===== src/rtl/ahb_resp_gen_if.sv =====
// AHB-Lite slave-side bus signals seen by ahb_resp_gen.
// slave modport faces the response generator; master modport faces the bus/testbench.
interface ahb_resp_gen_if;
  logic       HSEL;
  logic [1:0] HTRANS;
  logic       HREADY;
  logic       HREADYOUT;
  logic       HRESP;

  modport slave  (input HSEL, HTRANS, HREADY, output HREADYOUT, HRESP);
  modport master (output HSEL, HTRANS, HREADY, input HREADYOUT, HRESP);
endinterface


===== src/rtl/ahb_resp_gen.sv =====
// AHB-Lite slave response generator: wait states, two-cycle ERROR, saturating error counter.
// Optional backend timeout is enabled by defining AHB_RESP_TIMEOUT_EN.
module ahb_resp_gen #(
  parameter int MIN_WAIT = 2,
  parameter int TIMEOUT  = 16,
  parameter int CNT_W    = 8
) (
  input  logic             HCLK,
  input  logic             HRESETn,
  ahb_resp_gen_if.slave    bus,
  input  logic             be_done,
  input  logic             be_err,
  input  logic             err_clr,
  output logic             xfer_start,
  output logic             timeout,
  output logic [CNT_W-1:0] err_cnt
);

  if (MIN_WAIT < 0 || MIN_WAIT > 255) begin : g_chk_min_wait
    $error("ahb_resp_gen: MIN_WAIT must be in 0..255");
  end
  if (TIMEOUT < 2) begin : g_chk_timeout
    $error("ahb_resp_gen: TIMEOUT must be >= 2");
  end

  typedef enum logic [2:0] {
    ST_IDLE,
    ST_WAIT,
    ST_DONE,
    ST_ERR1,
    ST_ERR2
  } state_e;

  localparam logic [7:0] WCNT_INIT = 8'(MIN_WAIT);

  state_e           state_q, state_d;
  logic [7:0]       wcnt_q, wcnt_d;
  logic             done_q, done_d;
  logic             err_q, err_d;
  logic             xfer_start_q, xfer_start_d;
  logic [CNT_W-1:0] err_cnt_q, err_cnt_d;
  logic             accept;
  logic             complete;
  logic             is_err;
  logic             err_inc;

`ifdef AHB_RESP_TIMEOUT_EN
  localparam int               TCNT_W    = $clog2(TIMEOUT);
  localparam logic [TCNT_W-1:0] TCNT_LAST = TCNT_W'(TIMEOUT - 1);

  logic [TCNT_W-1:0] tcnt_q, tcnt_d;
  logic              timeout_q, timeout_d;
`endif

  assign accept   = bus.HSEL & bus.HTRANS[1] & bus.HREADY;
  // An early completion is held in done_q/err_q until the wait count expires.
  assign complete = (wcnt_q == 8'd0) & (done_q | be_done);
  assign is_err   = err_q | (be_done & be_err);

  // NOTE: every signal assigned in this block gets a default first, so no path
  // leaves one unassigned and no latch is inferred.
  always_comb begin
    state_d      = state_q;
    wcnt_d       = wcnt_q;
    done_d       = done_q;
    err_d        = err_q;
    xfer_start_d = 1'b0;
    err_inc      = 1'b0;
`ifdef AHB_RESP_TIMEOUT_EN
    tcnt_d       = tcnt_q;
    timeout_d    = 1'b0;
`endif

    unique case (state_q)
      ST_IDLE, ST_DONE, ST_ERR2: begin
        if (accept) begin
          state_d      = ST_WAIT;
          wcnt_d       = WCNT_INIT;
          done_d       = 1'b0;
          err_d        = 1'b0;
          xfer_start_d = 1'b1;
`ifdef AHB_RESP_TIMEOUT_EN
          tcnt_d       = '0;
`endif
        end else begin
          state_d = ST_IDLE;
        end
      end

      ST_WAIT: begin
        if (wcnt_q != 8'd0) wcnt_d = wcnt_q - 8'd1;
        if (be_done) begin
          done_d = 1'b1;
          err_d  = err_q | be_err;
        end
        if (complete) begin
          state_d = is_err ? ST_ERR1 : ST_DONE;
          err_inc = is_err;
        end
`ifdef AHB_RESP_TIMEOUT_EN
        // Completion takes priority over a timeout falling in the same cycle.
        else if (tcnt_q == TCNT_LAST) begin
          state_d   = ST_ERR1;
          err_inc   = 1'b1;
          timeout_d = 1'b1;
        end else begin
          tcnt_d = tcnt_q + 1'b1;
        end
`endif
      end

      ST_ERR1: state_d = ST_ERR2;

      default: state_d = ST_IDLE;
    endcase
  end

  always_comb begin
    err_cnt_d = err_cnt_q;
    if (err_inc) begin
      if (err_clr)          err_cnt_d = CNT_W'(1);
      else if (~&err_cnt_q) err_cnt_d = err_cnt_q + 1'b1;
    end else if (err_clr) begin
      err_cnt_d = '0;
    end
  end

  // NOTE: sequential state uses non-blocking assignments so every register
  // samples the pre-edge values, independent of statement order.
  always_ff @(posedge HCLK or negedge HRESETn) begin
    if (!HRESETn) begin
      state_q      <= ST_IDLE;
      wcnt_q       <= '0;
      done_q       <= 1'b0;
      err_q        <= 1'b0;
      xfer_start_q <= 1'b0;
      err_cnt_q    <= '0;
    end else begin
      state_q      <= state_d;
      wcnt_q       <= wcnt_d;
      done_q       <= done_d;
      err_q        <= err_d;
      xfer_start_q <= xfer_start_d;
      err_cnt_q    <= err_cnt_d;
    end
  end

`ifdef AHB_RESP_TIMEOUT_EN
  always_ff @(posedge HCLK or negedge HRESETn) begin
    if (!HRESETn) begin
      tcnt_q    <= '0;
      timeout_q <= 1'b0;
    end else begin
      tcnt_q    <= tcnt_d;
      timeout_q <= timeout_d;
    end
  end

  assign timeout = timeout_q;
`else
  assign timeout = 1'b0;
`endif

  assign bus.HREADYOUT = ~((state_q == ST_WAIT) | (state_q == ST_ERR1));
  assign bus.HRESP     = (state_q == ST_ERR1) | (state_q == ST_ERR2);
  assign xfer_start    = xfer_start_q;
  assign err_cnt       = err_cnt_q;

endmodule


===== src/flat_wrapper.sv =====
// flat-port wrapper written by rule: the top's interface ports become plain ports
module ahb_resp_gen_flat 
#(
  parameter int MIN_WAIT = 2,
  parameter int TIMEOUT  = 16,
  parameter int CNT_W    = 8
)
  (HCLK, HRESETn, be_done, be_err, err_clr, xfer_start, timeout, err_cnt, bus_HSEL, bus_HTRANS, bus_HREADY, bus_HREADYOUT, bus_HRESP);
  ahb_resp_gen_if bus_i ();
  input  logic HCLK;
  input  logic HRESETn;
  input  logic be_done;
  input  logic be_err;
  input  logic err_clr;
  output logic xfer_start;
  output logic timeout;
  output logic [CNT_W-1:0] err_cnt;
  input wire logic [$bits(bus_i.HSEL)-1:0] bus_HSEL;
  input wire logic [$bits(bus_i.HTRANS)-1:0] bus_HTRANS;
  input wire logic [$bits(bus_i.HREADY)-1:0] bus_HREADY;
  output wire logic [$bits(bus_i.HREADYOUT)-1:0] bus_HREADYOUT;
  output wire logic [$bits(bus_i.HRESP)-1:0] bus_HRESP;
  assign bus_i.HSEL = bus_HSEL;
  assign bus_i.HTRANS = bus_HTRANS;
  assign bus_i.HREADY = bus_HREADY;
  assign bus_HREADYOUT = bus_i.HREADYOUT;
  assign bus_HRESP = bus_i.HRESP;
  ahb_resp_gen #(.MIN_WAIT(MIN_WAIT), .TIMEOUT(TIMEOUT), .CNT_W(CNT_W)) u_core (.HCLK(HCLK), .HRESETn(HRESETn), .bus(bus_i), .be_done(be_done), .be_err(be_err), .err_clr(err_clr), .xfer_start(xfer_start), .timeout(timeout), .err_cnt(err_cnt));
endmodule

===== config.mk =====
export PLATFORM = sky130hd
export DESIGN_NAME = ahb_resp_gen_flat
export DESIGN_NICKNAME = d
export VERILOG_FILES = /design/src/rtl/ahb_resp_gen_if.sv /design/src/rtl/ahb_resp_gen.sv /design/src/flat_wrapper.sv
export SDC_FILE = /design/constraint.sdc
export NUM_CORES = 1
export LEC_CHECK = 0
export BUFFER_PORTS_ARGS = -buffer_cell sky130_fd_sc_hd__buf_2
export CAP_MARGIN = 10
export CORE_MARGIN = 4
export CORE_UTILIZATION = 54
export DETAILED_ROUTE_END_ITERATION = 8
export MAX_ROUTING_LAYER = met4
export PLACE_DENSITY = 0.75
export SLEW_MARGIN = 10
export SYNTH_ARGS = -nofsm -noshare
export SYNTH_HDL_FRONTEND = slang
export SYNTH_SLANG_ARGS = --single-unit

===== constraint.sdc =====
create_clock -name HCLK -period 2.7 [get_ports HCLK]
set_input_delay 0.135 -clock HCLK [delete_from_list [all_inputs] [get_ports HCLK]]
set_output_delay 0.135 -clock HCLK [all_outputs]
set_load 0.02 [all_outputs]

Word level (Yosys, flattened, before mapping)
Index checks and enable logic that the tools add are counted.
{ "totals": {"elab_cells": 57, "reg_bits": 22, "out_inout_bits": 12, "input_bits": 9} }
{ "classes": {"n_mux": 20, "bitwise_logic": 10, "reduce_logical": 10, "n_eq_ne": 9, "add_sub_neg": 2} }
{ "ops": {"columns": ["cell", "n"], "rows": [
  ["8-bit two-way mux", 6],
  ["8-bit one-hot mux with 2 select lines", 1],
  ["1-bit two-way mux", 9],
  ["3-bit one-hot mux with 3 select lines", 1],
  ["8-bit by 1-bit adder with 8-bit output (second input constant)", 1],
  ["8-bit logical NOT", 1],
  ["8-bit AND reduction", 1],
  ["8-bit nonzero test", 1],
  ["8-bit by 1-bit subtractor with 8-bit output (second input constant)", 1],
  ["3-bit by 2-bit equality test with 1-bit output (second input constant)", 2],
  ["2-bit by 1-bit != test with 1-bit output (second input constant)", 3],
  ["3-bit AND reduction", 2],
  ["1-bit bitwise OR", 5],
  ["1-bit AND", 4],
  ["2-bit != test (second input constant)", 2],
  ["1-bit one-hot mux with 2 select lines", 2],
  ["2-bit nonzero test", 2],
  ["3-bit by 1-bit equality test with 1-bit output (second input constant)", 1],
  ["3-bit equality test (second input constant)", 1],
  ["3-bit logical NOT", 1],
  ["3-bit two-way mux", 1],
  ["3-bit OR reduction", 1],
  ["2-bit AND reduction", 1],
  ["1-bit inverter", 1]
]} }

Longest topological paths before layout
{ "logic_depth": {"depth_word": 6, "mapped_depth": 6, "mapped_depth_nobuf": 6} }

Worst setup path after synthesis
Ideal clock, no wire load.
{ "synth_timing": {"kind": "register -> register", "start": "register u_core.wcnt_q[0]", "end": "register u_core.err_cnt_q[3], in the netlist u_core.err_cnt[3]", "setup_slack_ns": 0.772, "n_path_buf": 0, "setup_time_ns": 0.125, "arrival_time_ns": 1.803, "path_stages_with_launch": 7, "path_cell_list": "dfrtp_1 inv_1 ha_1 nor3b_2 o211ai_1 nor4_1 mux2_2"} }
{ "synth_between": {"elab_chain_cells": 6, "word_cells_on_any_way": 7, "cone_classes": "mux (3); bitwise (1); reduce/logical (3)"} }
{ "synth_rtl": {"columns": ["element", "line_no", "source"], "rows": [
  ["start, declared", "ahb_resp_gen.sv:37", "logic [7:0] wcnt_q, wcnt_d;"],
  ["start signal, assigned", "ahb_resp_gen.sv:140", "wcnt_q <= wcnt_d;"],
  ["8-bit logical NOT *", "ahb_resp_gen.sv:57", "assign complete = (wcnt_q == 8'd0) & (done_q | be_done);"],
  ["1-bit AND *", "ahb_resp_gen.sv:57", null],
  ["1-bit two-way mux *", "ahb_resp_gen.sv:96", "if (complete) begin"],
  ["1-bit two-way mux *", "ahb_resp_gen.sv:74", "unique case (state_q)"],
  ["2-bit nonzero test (no line)", null, null],
  ["2-bit AND reduction (no line)", null, null],
  ["end signal, assigned", "ahb_resp_gen.sv:144", "err_cnt_q <= err_cnt_d;"],
  ["end, declared", "ahb_resp_gen.sv:41", "logic [CNT_W-1:0] err_cnt_q, err_cnt_d;"]
]} }
Mark *: on every way between the ends. The rest lies on a longest branch, timed or not.
A chain may end at the register's enable or synchronous reset.

Final worst setup path
{ "layout_timing": {"start": "register u_core.wcnt_q[0]", "end": "register u_core.err_cnt_q[4], in the netlist u_core.err_cnt[4]"} }
Same word-level chain as after synthesis.

==> impl_metrics.csv <==
group,metric,value,unit
run_status,status,"complete, no violations",
timing,min_period_over_period,0.855,
critical_path,path_cells,"inv_1, ha_1, nor3b_2, o211ai_1, nor4_1, mux2_2",
synth,ys_warn_count,0,
global_routing,antenna_found_initial,0,
cts,clk_latency,0.30,ns
layout,layout.cells.non_filler,169,
synth,synth-edff-count,0,
routing,drtIter0Drc,20,
routing,first_pass_iters,4,
synth,yosysSeqAreaShare,0.458,
global_routing,overflow,0,
global_routing,grt_max_degree,23,
die,initial_core_util,0.588,
synth,syn_nets,133,
critical_path,cp_data_arrival_time,2.51,ns
cts,ctsHtreeMaxLevel,1,
synth,syn_inst,122,
critical_path,crit_path_max_incr_delay,0.45,ns
layout,final_common_cell,"dfrtp_1",
routing,wl_per_cell,14.5,um
cts,path_clk_slew,0.11,ns
placed_design,io_buffers,18,
placed_design,gp_congestion,0.825,
power,p_per_area,595,nW/um2
critical_path,crit_path_start_kind,"flip-flop",
placed_design,dp_hpwl,1810,um
routing,drt-total-wl,2450,um
power,ir_drop,0.437,mV
placed_design,pre_cts_ws,0.411,ns
critical_path,path_max_fanout,9,
die,core,2040,um2
timing,rsz0062_at_grt,"no",
timing,drv_slew,0,
min_path,hp-class,"input pin to flip-flop",
die,fp.dieH,55.2,um
timing,fin_ws,0.391,ns
routing,vias,999,
synth,synth-seq-cells,22,
die,die_w,55.2,um
global_routing,track_usage,0.192,
cts,cts_root_buf,"clkbuf_4",
global_routing,grt_pass1_wl,4100,um
run,drv_cap,0,
routing,viasPerCell,5.91,
timing,fin_worst_skew,0.00223,ns
layout,drive_above_1_share,0.232,
critical_path,cp-end-kind,"flip-flop",
layout,layout_common_cells,"dfrtp_1 (22), buf_2 (18), nor2_1 (15), a21oi_1 (9), nor2b_1 (6)",
timing,worst_slew_pin_slew,0.708,ns
timing,period_needed,2.31,ns
synth,avgSynthCellArea,9.85,um2
layout,diodes,0,
cts,cts_tree,"built",
timing,final.setup.tns,0,ns
critical_path,critical_path_class,"flip-flop to flip-flop",
synth,async_flop_share,1.00,
routing,ant_nets,0,
die,io_pins,21,
layout,syn_to_final_growth,13.1,%
cts,cts_setup_buffers,0,
routing,drc,0,
timing,max_freq,0.433,GHz
layout,fin_nets,154,
synth,synth.distinct_cells,43,
critical_path,critPathSlowestCell,"nor4_1",
power,p_leak,0.657,nW
global_routing,grt_pass1_vias,935,
critical_path,crit_required,2.90,ns
cts,cts_buffers,3,
synth,synth_ff_type,"dfrtp_1",
synth,syn-cell-area,1200,um2
die,dieArea,3040,um2
die,rows,16,
layout,utilization,0.665,
timing,timing.final.hold_violations,0,
timing,finalSetupViolations,0,
placed_design,placed_cells,164,
timing,slew_headroom,0.526,
cts,cts_max_path_buffers,2,
cts,clock_sinks,22,
## through the flow
step	total power, mW	area [um2]	hold WS (ns)
2_1_floorplan	0.584	1200	-0.161
3_3_place_gp	0.621	1310	0.128
3_5_place_dp	0.634	1310	0.122
4_1_cts	0.813	1360	0.102
5_1_grt	0.866	1360	0.111
6_report	0.809	1360	0.118
## sequential cells by signal (all words and copies together), names as in the netlist
name and flops:
u_core.err_cnt 8, u_core.wcnt_q 8, u_core.state_q 3, u_core.done_q 1
u_core.err_q 1, u_core.xfer_start 1
## worst max-delay path, delay by kind of cell (launching register included)
family / cells / cell delay (ns)
AOI/OAI and AO/OA: 1 / 0.36
DFF: 1 / 0.41
buffers and inverters: 1 / 0.07
adders and majority gates: 1 / 0.21
muxes: 1 / 0.38
and+or+nand+nor: 2 / 0.78
## path summary, 6_finish.rpt
kind,startpoint,end,slack [ns],cells after the start
worst max-delay path,u_core.wcnt_q[0],u_core.err_cnt[4],0.39,6
worst min-delay path,be_done,u_core.done_q,0.12,3
worst max register to register,u_core.wcnt_q[0],u_core.err_cnt[4],0.39,6
worst min register to register,u_core.done_q,u_core.done_q,0.54,2
max in group asynchronous,HRESETn,u_core.err_cnt[2],2.06,2
min in group asynchronous,HRESETn,u_core.err_cnt[5],0.30,2
## synthesized netlist by cell type (all sizes together) (2+ instances only)
cell type  count  area (um2)
ha             2        25.0
nor2          15        56.3
and3           2        12.5
and2           3        18.8
nor4           5        46.3
or3            3        20.0
clkbuf         3        12.5
o31ai          2        15.0
nand2          3        11.3
dfrtp         22         551
a311oi         2        17.5
mux2           5        56.3
nand3          2        10.0
a21o           2        15.0
nor2b          6        37.5
nand4          4        25.0
mux2i          2        20.0
a21oi          9        45.0
o21ai          4        23.8
inv            6        22.5
o211ai         3        22.5
nor3b          2        20.0
## area by class of cell
class                      count  area (um2)
clock buffer                   4        36.3
sequential                    22         551
timing repair buffer          20         108
multi-input combinational     90         608
inverter                       6        22.5
tap                           27        33.8
fill                         189         683
## kinds of logic after synthesis
group,Yosys count,synth area share
other cells,1,0.00312
mux,7,0.0635
compound gates,28,0.159
fa+ha+maj,2,0.0208
buf+inv,10,0.0354
flops,22,0.458
simple gates,52,0.259
## layer usage
layer | vias to the layer above | GRT usage | routed length [um] | part of all wire
li1 | 490 | - | - | -
met5 | - | - | 0 | 0
met3 | 2 | 0.0509 | 120 | 0.049
met2 | 20 | 0.311 | 1180 | 0.48
met1 | 487 | 0.241 | 1140 | 0.46
met4 | 0 | 0.0405 | 9 | 0.0037
## where the power goes
part	leakage [nW]	switching, mW	total [mW]	internal, mW
registers	0.270	0.0827	0.472	0.389
clock network	0.0210	0.0966	0.179	0.0823
logic	0.366	0.0792	0.158	0.0789
total	0.657	0.259	0.809	0.551
## what timing repair did
item                                    in CTS  in global routing
endpoints found under the hold margin       22                  0
endpoints found under the setup margin       0                  0
resized for setup                            0                  0
hold buffers                                 1                  0
No activity file was read; power rests on OpenSTA's default activity.
